File: config.mk
export PLATFORM = sky130hd
export DESIGN_NAME = cpu_sequencer
export DESIGN_NICKNAME = d
export VERILOG_FILES = /design/src/rtl/cpu_sequencer.sv
export SDC_FILE = /design/constraint.sdc
export NUM_CORES = 1
export LEC_CHECK = 0
export ABC_AREA = 1
export CORE_MARGIN = 3
export CORE_UTILIZATION = 50
export CTS_CLUSTER_DIAMETER = 50
export DETAILED_ROUTE_END_ITERATION = 10
export GPL_TIMING_DRIVEN = 0
export PLACE_DENSITY_LB_ADDON = 0.25
export SLEW_MARGIN = 20
export SYNTH_ARGS = -nofsm -noshare
export SYNTH_HDL_FRONTEND = slang
export SYNTH_SLANG_ARGS = --single-unit
File: constraint.sdc
create_clock -name clk -period 2.25 [get_ports clk]
set_input_delay 0.3375 -clock clk [delete_from_list [all_inputs] [get_ports clk]]
set_output_delay 0.3375 -clock clk [all_outputs]
set_load 0.005 [all_outputs]
File: src/rtl/cpu_sequencer.sv
// Multi-cycle control sequencer: owns the PC and steps each instruction through FETCH/DECODE/EXEC/MEM/WB.
// Optional `retired` instruction counter is compiled in when INSTR_CNT_EN is defined.
module cpu_sequencer #(
  parameter int              PC_W        = 16,
  parameter logic [PC_W-1:0] RESET_PC    = '0,
  parameter int              MEM_TIMEOUT = 255
) (
  input  logic            clk,
  input  logic            rst_n,
  output logic [PC_W-1:0] pc,
  input  logic [3:0]      opcode,
  input  logic [1:0]      format,
  input  logic            alu_eq,
  input  logic            alu_lt,
  input  logic [PC_W-1:0] target,
  output logic [3:0]      alu_op,
  output logic            rf_we,
  output logic            mem_req,
  output logic            mem_we,
  input  logic            mem_ready,
  output logic            halted,
  output logic            fault
`ifdef INSTR_CNT_EN
  ,
  output logic [31:0]     retired
`endif
);

  localparam logic [3:0] OP_LB   = 4'b0000;
  localparam logic [3:0] OP_LHB  = 4'b0001;
  localparam logic [3:0] OP_JMP  = 4'b0010;
  localparam logic [3:0] OP_STR  = 4'b0011;
  localparam logic [3:0] OP_BNE  = 4'b1010;
  localparam logic [3:0] OP_BEQ  = 4'b1011;
  localparam logic [3:0] OP_BLT  = 4'b1100;
  localparam logic [3:0] OP_HALT = 4'b1110;
  localparam logic [3:0] OP_TBA  = 4'b1111;

  // Last MEM cycle index before the request is abandoned.
  localparam logic [7:0] TMO_LAST = 8'(MEM_TIMEOUT - 1);

  typedef enum logic [2:0] {
    FETCH  = 3'd0,
    DECODE = 3'd1,
    EXEC   = 3'd2,
    MEM    = 3'd3,
    WB     = 3'd4,
    HALT   = 3'd5
  } state_t;

  state_t          state, state_next;
  logic [PC_W-1:0] pc_d, pc_inc;
  logic [3:0]      alu_op_d;
  logic            rf_we_d, mem_req_d, mem_we_d, halted_d, fault_d;
  logic [7:0]      tmo_cnt, tmo_d;
  logic            op_is_mem, op_is_store, op_is_flow;
  logic            mem_done, tmo_hit;
  logic            unused_format;

  // The decoder's format field carries no sequencing information here.
  assign unused_format = ^format;

  assign pc_inc      = pc + {{(PC_W-1){1'b0}}, 1'b1};
  assign op_is_mem   = alu_op inside {OP_LB, OP_LHB, OP_STR};
  assign op_is_store = (alu_op == OP_STR);
  assign op_is_flow  = alu_op inside {OP_JMP, OP_BEQ, OP_BNE, OP_BLT};
  assign mem_done    = mem_req & mem_ready;
  assign tmo_hit     = (tmo_cnt == TMO_LAST);

  always_ff @(posedge clk or negedge rst_n) begin
    if (!rst_n) begin
      state   <= FETCH;
      pc      <= RESET_PC;
      alu_op  <= 4'd0;
      rf_we   <= 1'b0;
      mem_req <= 1'b0;
      mem_we  <= 1'b0;
      halted  <= 1'b0;
      fault   <= 1'b0;
      tmo_cnt <= 8'd0;
    end else begin
      state   <= state_next;
      pc      <= pc_d;
      alu_op  <= alu_op_d;
      rf_we   <= rf_we_d;
      mem_req <= mem_req_d;
      mem_we  <= mem_we_d;
      halted  <= halted_d;
      fault   <= fault_d;
      tmo_cnt <= tmo_d;
    end
  end

  always_comb begin
    state_next = state;
    case (state)
      FETCH:  state_next = DECODE;
      DECODE: begin
        if (opcode == OP_HALT)     state_next = HALT;
        else if (opcode == OP_TBA) state_next = FETCH;
        else                       state_next = EXEC;
      end
      EXEC: begin
        if (op_is_mem)       state_next = MEM;
        else if (op_is_flow) state_next = FETCH;
        else                 state_next = WB;
      end
      MEM: begin
        if (mem_done)     state_next = op_is_store ? FETCH : WB;
        else if (tmo_hit) state_next = FETCH;
      end
      WB:      state_next = FETCH;
      HALT:    state_next = HALT;
      default: state_next = FETCH;
    endcase
  end

  // Next values for the registered outputs; strobes default low every cycle.
  always_comb begin
    pc_d      = pc;
    alu_op_d  = alu_op;
    rf_we_d   = 1'b0;
    mem_req_d = 1'b0;
    mem_we_d  = 1'b0;
    halted_d  = halted;
    fault_d   = fault;
    tmo_d     = tmo_cnt;
    case (state)
      DECODE: begin
        alu_op_d = opcode;
        if (opcode == OP_HALT)     halted_d = 1'b1;
        else if (opcode == OP_TBA) pc_d = pc_inc;
      end
      EXEC: begin
        tmo_d = 8'd0;
        case (alu_op)
          OP_JMP: pc_d = target;
          OP_BEQ: pc_d = alu_eq  ? target : pc_inc;
          OP_BNE: pc_d = !alu_eq ? target : pc_inc;
          OP_BLT: pc_d = alu_lt  ? target : pc_inc;
          OP_LB, OP_LHB: mem_req_d = 1'b1;
          OP_STR: begin
            mem_req_d = 1'b1;
            mem_we_d  = 1'b1;
          end
          default: rf_we_d = 1'b1;
        endcase
      end
      MEM: begin
        if (mem_done) begin
          if (op_is_store) pc_d = pc_inc;
          else             rf_we_d = 1'b1;
        end else if (tmo_hit) begin
          fault_d = 1'b1;
          pc_d    = pc_inc;
        end else begin
          mem_req_d = 1'b1;
          mem_we_d  = mem_we;
          tmo_d     = tmo_cnt + 8'd1;
        end
      end
      WB:      pc_d = pc_inc;
      HALT:    halted_d = 1'b1;
      default: ;
    endcase
  end

`ifdef INSTR_CNT_EN
  // Every return to FETCH from a running instruction retires it.
  always_ff @(posedge clk or negedge rst_n) begin
    if (!rst_n)
      retired <= 32'd0;
    else if (state_next == FETCH && state != FETCH)
      retired <= retired + 32'd1;
  end
`endif

endmodule

==> flow_summary.toml <==
[outcome]
status = "complete, no violations"

[floorplan]
start_util = 0.541
die_h_um = 73.5
fp.dieArea_sq_um = 5390
io_pins = 52
rows = 23
die_w_um = 73.5
core_sq_um = 4200

[drt]
drt-total-wl_um = 5650
num_vias = 2292
wl_per_cell_um = 13.2
wl_met3_um = 347
dr.pass1.iters = 4
antenna_left = 0
vias_per_cell = 5.34
drt_iter0_drc = 163
drc_errors = 0
route.met2.wl_um = 2680
highest_layer = "met4"
wl_met1_um = 2540

[setup_path]
worst_setup_path_end_kind = "register"
arrival_ns = 2.00
worst-path-max-fanout = 10
crit_family = "simple AND/OR/NAND/NOR gates"
path_buf_inv = 2
worstPathCellList = "inv_1 > ha_1 > nand2_1 > nor2_1 > nand2_1 > nand2_4 > nand3_2 > nor2_4 > buf_4 > nor2_1 > a31oi_1"
path_class = "reg2reg"
crit_path_start_kind = "register"
crit_path_top_delay_cell = "dfrtp_1"
required_ns = 2.47
cpPeakStageDelay_ns = 0.42

[run]
drv_cap = 0

[placed_design]
dp.final_hpwl_um = 4220
port_buffers = 49
placed_cells = 421
gp_congestion = 0.904
post-place-ws_ns = 0.410

[cells_and_area]
nFillCells = 370
utilization = 0.704
fin_cells = 429
layout-drive-gt1-share = 0.0923
final_net_count = 409
area_growth_pct = 30.0
antennaDiodeCount = 0

[pwr]
power_mw = 3.72
switching_share = 0.442
ir_worst_vdd_mv = 0.681
p_switching_mw = 1.64
clockPowerShare = 0.138
power_frac_seq = 0.304
p_per_area_nw_per_um2 = 1260
combPwrFrac = 0.558
p_int_mw = 2.07
p_leak_nw = 1.47

[clocking]
htreeDepth = 2
cts_inserted_buffers = 5
cts.sinks = 36
clk_path_buf_depth = 2
clock-root-buffer = "clkbuf_8"
cts_tree = "yes"
clkLatencyLatePin_ns = 0.30
hold_buffers = 1
clk_pin_slew_ns = 0.07
post_cts_resized = 0
cts_setup_buffers = 0

[yosys]
synth-seq-area-share = 0.396
synth_nets = 351
synth-seq-cells = 36
avgSynthCellArea_sq_um = 7.09
synthCells = 321
yosys_most_used_dff = "dfrtp_1"
yosysWarningCount = 0
yosys-top-cells-area = "dfrtp_1 (40%), nand2_1 (17%), nand3_1 (9.2%)"
ys_types = 31
netlist_area_sq_um = 2270
synth.largest_area_cell = "dfrtp_1"
synth_common_cells = "nand2_1 (101), nand3_1 (42), inv_1 (40)"
synth.most_common_cell = "nand2_1"
async_flop_share = 1.00
synth_edf_count = 0
netlist.area_leader.share = 0.396

[sta]
hold_viol = 0
skew_ns = 0.00600
tns_ns = 0
tightest_slew_ns = 0.440
finalMaxSlewViolations = 0
slew_headroom = 0.706
setup_ws_ns = 0.470
period_minus_slack_ns = 1.78
setup_viol = 0
rsz0062_at_grt = "no"
fin_crit_sh = 0.791
clock.fmax_ghz = 0.562

[hold_path]
hold_path.class = "reg2reg"

[global_route]
overflow = 0
antenna_found_initial = 0
grt_pass1_wl_um = 9870
grt_max_degree = 23
grt_pass1_vias = 2274
track_usage = 0.234
-- tightest hold or removal path, cell delays in order, from the launching register on --
cell	delay (ns)
dfrtp_1	0.35
inv_1	0.04
nand2_1	0.05
-- metal layers --
metal | up-vias | track usage
met4 | 0 | 0.109
li1 | 1146 | -
met1 | 1067 | 0.296
met2 | 71 | 0.372
met3 | 8 | 0.0602
met5 | - | 0
-- path summary, 6_finish.rpt --
check | cells after the start | end | slack (ns) | from
max | 11 | pc[9] | 0.47 | tmo_cnt[0]
max in group asynchronous | 3 | pc[9] | 1.33 | rst_n
min in group asynchronous | 2 | tmo_cnt[0] | 0.49 | rst_n
max reg2reg | 11 | pc[9] | 0.47 | tmo_cnt[0]
min | 2 | halted | 0.47 | halted
min reg2reg | 2 | halted | 0.47 | halted
-- power by group through the flow --
| stage | combinational, mW | sequential, mW | clock [mW] |
|---|---|---|---|
| CTS | 2.08 | 1.13 | 0.515 |
| detailed placement | 2.06 | 1.14 | 0 |
| floorplan | 1.33 | 1.11 | 0 |
| finish | 2.07 | 1.13 | 0.514 |
| global route | 2.35 | 1.17 | 0.543 |
| global placement | 1.99 | 1.13 | 0 |
-- flip-flops by register name (all words and copies together), names as in the netlist --
| register | count |
|---|---|
| pc | 16 |
| alu_op | 4 |
| halted | 1 |
| rf_we | 1 |
| tmo_cnt | 8 |
| state | 3 |
| mem_we | 1 |
| mem_req | 1 |
| fault | 1 |
-- metrics by stage --
| step | hold WS (ns) | area (sq um) |
|---|---|---|
| final | 0.466 | 2960 |
| after global routing | 0.503 | 2960 |
| after CTS | 0.468 | 2960 |
| after detailed placement | 0.278 | 2850 |
| after global placement | 0.449 | 2830 |
| after floorplan | 0.0419 | 2270 |
-- final cells by class --
| cell class | count | area, sq um | share of cell area |
|---|---|---|---|
| Timing Repair Buffer | 51 | 523 | 0.177 |
| Inverter | 41 | 154 | 0.0521 |
| Tap cell | 50 | 62.6 | 0.0212 |
| Clock buffer | 7 | 96.3 | 0.0326 |
| Buffer | 7 | 61.3 | 0.0207 |
| Sequential cell | 36 | 901 | 0.305 |
| Multi-Input combinational cell | 237 | 1160 | 0.392 |
-- kinds of logic after synthesis --
family,count (synthesis),synth area share
DFF,36,0.396
muxes,2,0.00990
adders and majority gates,3,0.0165
AOI/OAI and AO/OA,29,0.0814
xor gates and xnor gates,2,0.00770
and+or+nand+nor,201,0.394
buffers and inverters,48,0.0946
-- placed cells by master, fill, tap and decap left out, types with 2 or more instances in the layout --
cell type	count
nand2_1	101
o21ai_0	10
buf_2	2
buf_6	3
a21oi_1	5
nand4_1	8
ha_1	3
nand3_2	3
mux2_2	2
clkdlybuf4s50_1	48
a31oi_1	5
inv_1	40
nor2_1	33
nand3_1	42
nor2_2	3
nor3_1	4
clkbuf_8	7
dfrtp_1	36
o31ai_1	2
o21bai_1	2
nand2_2	3
xor2_1	2
buf_4	3
Note: power is estimated with default switching activity, not from simulation.
